**config.mk**
```make
export PLATFORM = sky130hd
export DESIGN_NAME = mem_arbiter
export DESIGN_NICKNAME = d
export VERILOG_FILES = /design/src/rtl/mem_arb_pkg.sv /design/src/rtl/rr_arbiter2.sv /design/src/rtl/mem_arbiter.sv
export SDC_FILE = /design/constraint.sdc
export NUM_CORES = 1
export LEC_CHECK = 0
export BUFFER_PORTS_ARGS = -buffer_cell sky130_fd_sc_hd__buf_2
export CORE_ASPECT_RATIO = 0.75
export CORE_MARGIN = 3
export CORE_UTILIZATION = 46
export DETAILED_ROUTE_END_ITERATION = 8
export HOLD_SLACK_MARGIN = 0.06
export PLACE_DENSITY = 0.81
export SLEW_MARGIN = 5
export SYNTH_ARGS = -nofsm -noshare
export SYNTH_HDL_FRONTEND = slang
export SYNTH_SLANG_ARGS = --single-unit
```
**constraint.sdc**
```tcl
create_clock -name Clock -period 2 [get_ports Clock]
set_input_delay 0.2 -clock Clock [delete_from_list [all_inputs] [get_ports Clock]]
set_output_delay 0.2 -clock Clock [all_outputs]
set_load 0.05 [all_outputs]
```
**src/rtl/mem_arb_pkg.sv**
```systemverilog
// Shared types and default widths for the fetch/data RAM arbiter.
package mem_arb_pkg;

    localparam int DEFAULT_ADDR_W = 9;
    localparam int DEFAULT_DATA_W = 32;

    typedef enum logic [1:0] {
        IDLE,
        ISSUE,
        WAIT,
        RESP
    } state_e;

    typedef enum logic {
        PORT_IF,
        PORT_D
    } port_e;

endpackage

```
**src/rtl/rr_arbiter2.sv**
```systemverilog
// Two-way round-robin arbiter; on a tie, grants the port opposite to the last grant.
module rr_arbiter2 import mem_arb_pkg::*; #(
    parameter bit RESET_PRIO = 1'b0
) (
    input  logic       Clock,
    input  logic       Reset,
    input  logic [1:0] req,
    input  logic       update,
    output logic [1:0] grant
);

    port_e last_grant_q, last_grant_d;

    always_comb begin
        grant        = req;
        last_grant_d = last_grant_q;
        if (req == 2'b11) begin
            grant = (last_grant_q == PORT_IF) ? 2'b10 : 2'b01;
        end
        if (update && (req != 2'b00)) begin
            last_grant_d = grant[1] ? PORT_D : PORT_IF;
        end
    end

    // Reset to the loser so that RESET_PRIO wins the first tie.
    always_ff @(posedge Clock) begin
        if (Reset) begin
            last_grant_q <= RESET_PRIO ? PORT_IF : PORT_D;
        end else begin
            last_grant_q <= last_grant_d;
        end
    end

endmodule

```
**src/rtl/mem_arbiter.sv**
```systemverilog
// Shares one single-ported registered-output RAM between instruction fetch and load/store.
module mem_arbiter import mem_arb_pkg::*; #(
    parameter int ADDR_W     = DEFAULT_ADDR_W,
    parameter int DATA_W     = DEFAULT_DATA_W,
    parameter bit RESET_PRIO = 1'b0
) (
    input  logic              Clock,
    input  logic              Reset,
    input  logic              if_req,
    input  logic [ADDR_W-1:0] if_addr,
    output logic              if_ack,
    output logic [DATA_W-1:0] if_rdata,
    input  logic              d_req,
    input  logic              d_we,
    input  logic [ADDR_W-1:0] d_addr,
    input  logic [DATA_W-1:0] d_wdata,
    output logic              d_ack,
    output logic [DATA_W-1:0] d_rdata,
    output logic              ram_Read,
    output logic              ram_Write,
    output logic [ADDR_W-1:0] ram_Address,
    output logic [DATA_W-1:0] ram_Mdatain,
    input  logic [DATA_W-1:0] ram_data_output,
    output logic              busy
);

    state_e            state_q, state_d;
    port_e             port_q, port_d;
    logic              we_q, we_d;
    logic [ADDR_W-1:0] addr_q, addr_d;
    logic [DATA_W-1:0] wdata_q, wdata_d;
    logic [DATA_W-1:0] if_rdata_q, if_rdata_d;
    logic [DATA_W-1:0] d_rdata_q, d_rdata_d;
    logic [1:0]        grant;
    logic              arb_update;

    rr_arbiter2 #(.RESET_PRIO(RESET_PRIO)) u_arb (
        .Clock  (Clock),
        .Reset  (Reset),
        .req    ({d_req, if_req}),
        .update (arb_update),
        .grant  (grant)
    );

    always_comb begin
        state_d    = state_q;
        port_d     = port_q;
        we_d       = we_q;
        addr_d     = addr_q;
        wdata_d    = wdata_q;
        if_rdata_d = if_rdata_q;
        d_rdata_d  = d_rdata_q;
        arb_update = 1'b0;
        case (state_q)
            IDLE: begin
                if (if_req || d_req) begin
                    arb_update = 1'b1;
                    state_d    = ISSUE;
                    if (grant[1]) begin
                        port_d  = PORT_D;
                        we_d    = d_we;
                        addr_d  = d_addr;
                        wdata_d = d_wdata;
                    end else begin
                        port_d = PORT_IF;
                        we_d   = 1'b0;
                        addr_d = if_addr;
                    end
                end
            end
            ISSUE: state_d = WAIT;
            WAIT: begin
                state_d = RESP;
                // RAM output is valid here, one edge after the strobe was sampled.
                if (!we_q) begin
                    if (port_q == PORT_IF) begin
                        if_rdata_d = ram_data_output;
                    end else begin
                        d_rdata_d = ram_data_output;
                    end
                end
            end
            RESP:    state_d = IDLE;
            default: state_d = IDLE;
        endcase
    end

    always_ff @(posedge Clock) begin
        if (Reset) begin
            state_q    <= IDLE;
            port_q     <= PORT_IF;
            we_q       <= 1'b0;
            addr_q     <= '0;
            wdata_q    <= '0;
            if_rdata_q <= '0;
            d_rdata_q  <= '0;
        end else begin
            state_q    <= state_d;
            port_q     <= port_d;
            we_q       <= we_d;
            addr_q     <= addr_d;
            wdata_q    <= wdata_d;
            if_rdata_q <= if_rdata_d;
            d_rdata_q  <= d_rdata_d;
        end
    end

    assign ram_Read    = (state_q == ISSUE) && !we_q;
    assign ram_Write   = (state_q == ISSUE) && we_q;
    assign ram_Address = addr_q;
    assign ram_Mdatain = wdata_q;
    assign if_ack      = (state_q == RESP) && (port_q == PORT_IF);
    assign d_ack       = (state_q == RESP) && (port_q == PORT_D);
    assign if_rdata    = if_rdata_q;
    assign d_rdata     = d_rdata_q;
    assign busy        = (state_q != IDLE);

endmodule
```
Yosys cells after proc, flatten, opt, wreduce, memory -nomap -nowiden
Index checks and enable logic that the tools add are counted.
Widths: inputs -> output; s select.
{"block": "totals", "input_bits": 87, "ff_bits": 110}
{"block": "classes", "reduce_logical": 14, "mux": 9, "n_eq_ne": 5, "n_bitwise": 2}
{"operator": "$mux 9", "n": 1}
{"operator": "$reduce_and 3->1", "n": 3}
{"operator": "$pmux 2 s4", "n": 1}
{"operator": "$eq 2x2->1 const B", "n": 3}
{"operator": "$mux 2", "n": 3}
{"operator": "$logic_and 1x1->1", "n": 5}
{"operator": "$mux 1", "n": 4}
{"operator": "$reduce_bool 2->1", "n": 2}
{"operator": "$eq 2x1->1 const B", "n": 1}
{"operator": "$logic_not 2->1", "n": 1}
{"operator": "$ne 2x2->1 const B", "n": 1}
{"operator": "$not 1->1", "n": 2}
{"operator": "$reduce_and 2->1", "n": 1}
{"operator": "$logic_not 1->1", "n": 1}
{"operator": "$logic_or 1x1->1", "n": 1}

Logic depth before layout (Yosys ltp)
{"block": "logic_depth", "ltp_word": 4, "ltp_mapped": 7}

Modules after synthesis
Synthesis repeated with hierarchy kept, for this count alone.
{"block": "hier_totals", "hier_cells": 496, "area_unflattened_um2": 4006.3}
{"module": "mem_arbiter", "area_per_inst_um2": 3945.0, "cells_each": 489, "seq_area_each_um2": 2182.1, "n_inst": 1}
{"module": "rr_arbiter2", "area_per_inst_um2": 61.3, "cells_each": 7, "seq_area_each_um2": 20.0, "n_inst": 1}

Worst setup path after synthesis
OpenSTA, ideal clock, no wires.
{"block": "synth_timing", "path_kind": "reg-to-reg", "from": "register state_q[0]", "to": "register wdata_q[1], in the netlist ram_Mdatain[1]", "setup_slack_ps": 241, "setup_time_ps": 70, "path_stages_with_launch": 7, "arrival_time_ps": 1688, "t_required_ps": 1930, "cell_sequence": "dfxtp_1 inv_1 ha_1 inv_1 clkbuf_1 o21ai_0 a21oi_1"}
{"block": "synth_between", "elab_chain_len": 2}
{"element": "start: declaration", "line": "mem_arbiter.sv:27", "source": "state_e state_q, state_d;"}
{"element": "start signal: assignment", "line": "mem_arbiter.sv:98", "source": "state_q <= state_d;"}
{"element": "$logic_not 2->1", "line": "mem_arbiter.sv:54", "source": "case (state_q)"}
{"element": "$reduce_and 3->1 (no source line)"}
{"element": "end signal: assignment", "line": "mem_arbiter.sv:102", "source": "wdata_q <= wdata_d;"}
{"element": "end: declaration", "line": "mem_arbiter.sv:31", "source": "logic [DATA_W-1:0] wdata_q, wdata_d;"}
Every way passes these cells.
A chain may end at the register's enable or synchronous reset.

Worst setup path in the final report
{"block": "layout_timing", "from": "register state_q[0]", "to": "output busy"}
{"block": "layout_between", "elab_chain_len": 1}
{"element": "$reduce_bool 2->1", "line": "mem_arbiter.sv:116", "source": "assign busy = (state_q != IDLE);"}
{"element": "end: declaration", "line": "mem_arbiter.sv:24", "source": "output logic busy"}
Every way passes these cells.

==> results.py <==
metrics = {
    "place": {
        "dp_hpwl_um": 8170,
        "gp_congestion": 0.812,
        "portBuffers": 196,
        "dpl_cell_area_um2": 5160,
    },
    "global_route": {
        "use_met2_pct": 38.5,
        "grt_max_degree": 74,
        "use_met1_pct": 27.7,
        "grt_first_pass_wirelength_um": 18500,
        "top_usage_layer": "met2",
        "gr-total-overflow": 0,
        "grt.met3_usage_pct": 7.45,
        "grt_use_total_pct": 22.6,
        "grt_pass1_vias": 3969,
        "antenna_found_initial": 0,
    },
    "synthesis": {
        "avgSynthCellArea_um2": 8.15,
        "synth.most_common_cell": "nand2_1",
        "ys_ff_latch": 110,
        "synth_edf_count": 0,
        "yosys.cell_types.count": 29,
        "yosysTopAreaCell": "dfxtp_1",
        "async_flop_share_pct": 0,
        "netlist_instances": 509,
        "dominantRegCellSynth": "dfxtp_1",
        "netlist_area_um2": 4150,
        "netlist_top_cells_area": "dfxtp_1 53%, a21oi_1 13%, nand2_1 13%, nand3_1 3.9%, o21ai_0 3.9%",
        "synth_top_area_share_pct": 53.1,
        "synthTopCellsByCount": "140 x nand2_1, 110 x dfxtp_1, 108 x a21oi_1",
        "syn-num-nets": 600,
        "ys_seq_area_share_pct": 53.1,
        "yosys_warnings": 0,
    },
    "worst_setup_path": {
        "cp-start-kind": "flip-flop",
        "worst-setup-path-type": "reg2out",
        "arrival_ns": 1.60,
        "end_kind": "primary output",
        "r2r_slack_ns": 0.32,
        "cp_max_fo": 11,
        "cp.required_ns": 1.80,
    },
    "final_layout": {
        "antennaDiodeCount": 0,
        "drive_above_1_share_pct": 33.7,
        "area_growth_pct": 33.0,
        "final_area_um2": 5520,
        "nNetsFinal": 775,
    },
    "clock_network": {
        "clk_pin_slew_ns": 0.08,
        "cts_root_buf": "clkbuf_16",
        "post_cts_buffers": 0,
        "cts_resized": 0,
        "clk_latency_ns": 0.34,
        "cts_made_buffers": 9,
        "cts_hold_buf": 0,
        "clk_path_buf_depth": 2,
        "cts_tree": "yes",
        "htree_levels": 3,
        "cts_sinks": 110,
    },
    "power": {
        "swShare_pct": 41.6,
        "ir_worst_vdd_uv": 700,
        "power_leakage_nw": 2.48,
        "p_int_w": 0.00447,
        "power.switching_w": 0.00319,
        "seq_power_share_pct": 35.1,
        "clkPwrFrac_pct": 27.0,
        "comb_power_share_pct": 37.8,
        "powerDensity_nw_per_um2": 1390,
    },
    "die": {
        "ioPinCount": 197,
        "fp.dieArea_um2": 10200,
        "die_x_um": 116,
        "rows": 29,
        "fp.dieH_um": 88.2,
        "core_area_um2": 8600,
        "start_util_pct": 48.2,
    },
    "detailed_routing": {
        "dr.pass1.iters": 4,
        "ant_nets": 0,
        "wl_um": 11600,
        "drt_iter0_drc": 298,
        "drcViolationCount": 0,
        "vias": 4124,
        "vias_per_cell": 5.17,
        "avgRoutedWirePerCell_um": 14.5,
    },
    "timing": {
        "slew_headroom_pct": 55.0,
        "drv_slew": 0,
        "finalCritPeriodShare_pct": 90.1,
        "setup-violations-final": 0,
        "finalHoldViolations": 0,
        "fin_crit_ns": 1.80,
        "rsz0062_at_grt": "no",
        "fmax_mhz": 555,
        "tns_ns": 0,
        "worst_pin_slew_ns": 0.675,
        "fin_skew_ns": 0.00546,
    },
    "run_status": {
        "outcome": "finished, final reports clean",
    },
    "run": {
        "drv_cap": 0,
    },
    "worst_hold_path": {
        "min-delay-path-class": "in2reg",
    },
}
[cells in the final DEF (no fill, tap or decap), drive strengths merged]
cell	Yosys	layout
a211oi	10	10
a21bo	1	1
a21boi	1	1
a21oi	108	108
a32oi	1	1
and2	2	2
and3b	1	1
buf	21	207
bufinv	0	3
clkbuf	22	9
clkinv	0	2
dfxtp	110	110
ha	4	4
inv	3	5
nand2	140	140
nand3	32	32
nand3b	1	1
nor2	11	11
nor2b	2	2
nor3	1	1
nor3b	1	1
o21a	1	1
o21ai	33	33
o31ai	1	1
or3b	1	1
or4	1	1
[final timing paths]
kind              cells after the start              end                start
hold reg to reg                       2      d_rdata[22]          d_rdata[22]
setup reg to reg                      6  ram_Mdatain[23]           state_q[0]
setup / recovery                      4             busy           state_q[0]
hold / removal                        3      d_rdata[18]  ram_data_output[18]
[area by class of cell]
type	instances	area [µm²]
fillers	730	3080
well taps	108	135
clock buffers	9	225
clock inverters	7	130
inverters	3	11.3
flip-flops and latches	110	2200
repair buffers	207	1090
multi-input cells	353	1720
[kinds of logic (layout without fill, tap and decap cells)]
| logic type | after synthesis | in the layout | share of synthesized area [%] |
|---|---|---|---|
| adders and majority gates | 4 | 4 | 1.21 |
| and+or+nand+nor | 193 | 193 | 19.3 |
| buffers and inverters | 46 | 226 | 5.58 |
| AOI/OAI and AO/OA | 156 | 156 | 20.8 |
| DFF | 110 | 110 | 53.1 |
[metrics by stage]
stage / total power, W / setup WS [ns] / utilization, % / cells / hold WS [ns]
after floorplan: 0.00495 / 0.241 / - / 509 / 0.336
final: 0.00766 / 0.199 / 64.1 / 797 / 0.102
after CTS: 0.00772 / 0.188 / 64.1 / 797 / 0.0862
after global routing: 0.00808 / 0.0477 / 64.1 / 797 / 0.0932
after detailed placement: 0.00563 / 0.401 / 60.0 / 781 / 0.443
after global placement: 0.00556 / 0.484 / 60.0 / 781 / 0.439
[power groups by stage]
| stage | Combinational, W | Clock [W] | Sequential (W) |
|---|---|---|---|
| 4_1_cts | 0.00290 | 0.00213 | 0.00269 |
| 6_report | 0.00290 | 0.00207 | 0.00269 |
| 2_1_floorplan | 0.00122 | 0 | 0.00373 |
| 5_1_grt | 0.00313 | 0.00222 | 0.00273 |
| 3_5_place_dp | 0.00289 | 0 | 0.00274 |
| 3_3_place_gp | 0.00284 | 0 | 0.00272 |
[per-layer routing]
| metal | up-vias | routed length, µm |
|---|---|---|
| met5 | - | 0 |
| met4 | 0 | 134 |
| met3 | 10 | 833 |
| met2 | 142 | 5680 |
| met1 | 1914 | 4910 |
| li1 | 2058 | - |
[sequential cells by signal, indices dropped and copies added, names as in the netlist]
register / flops
d_rdata: 32
we_q: 1
ram_Address: 9
if_rdata: 32
u_arb.last_grant_q: 1
ram_Mdatain: 32
port_q: 1
state_q: 2
[critical path: stages (launching register included)]
cell	delay, ns
dfxtp_1	0.38
inv_1	0.08
ha_1	0.24
inv_1	0.24
buf_2	0.33
No activity file was read; power rests on OpenSTA's default activity.
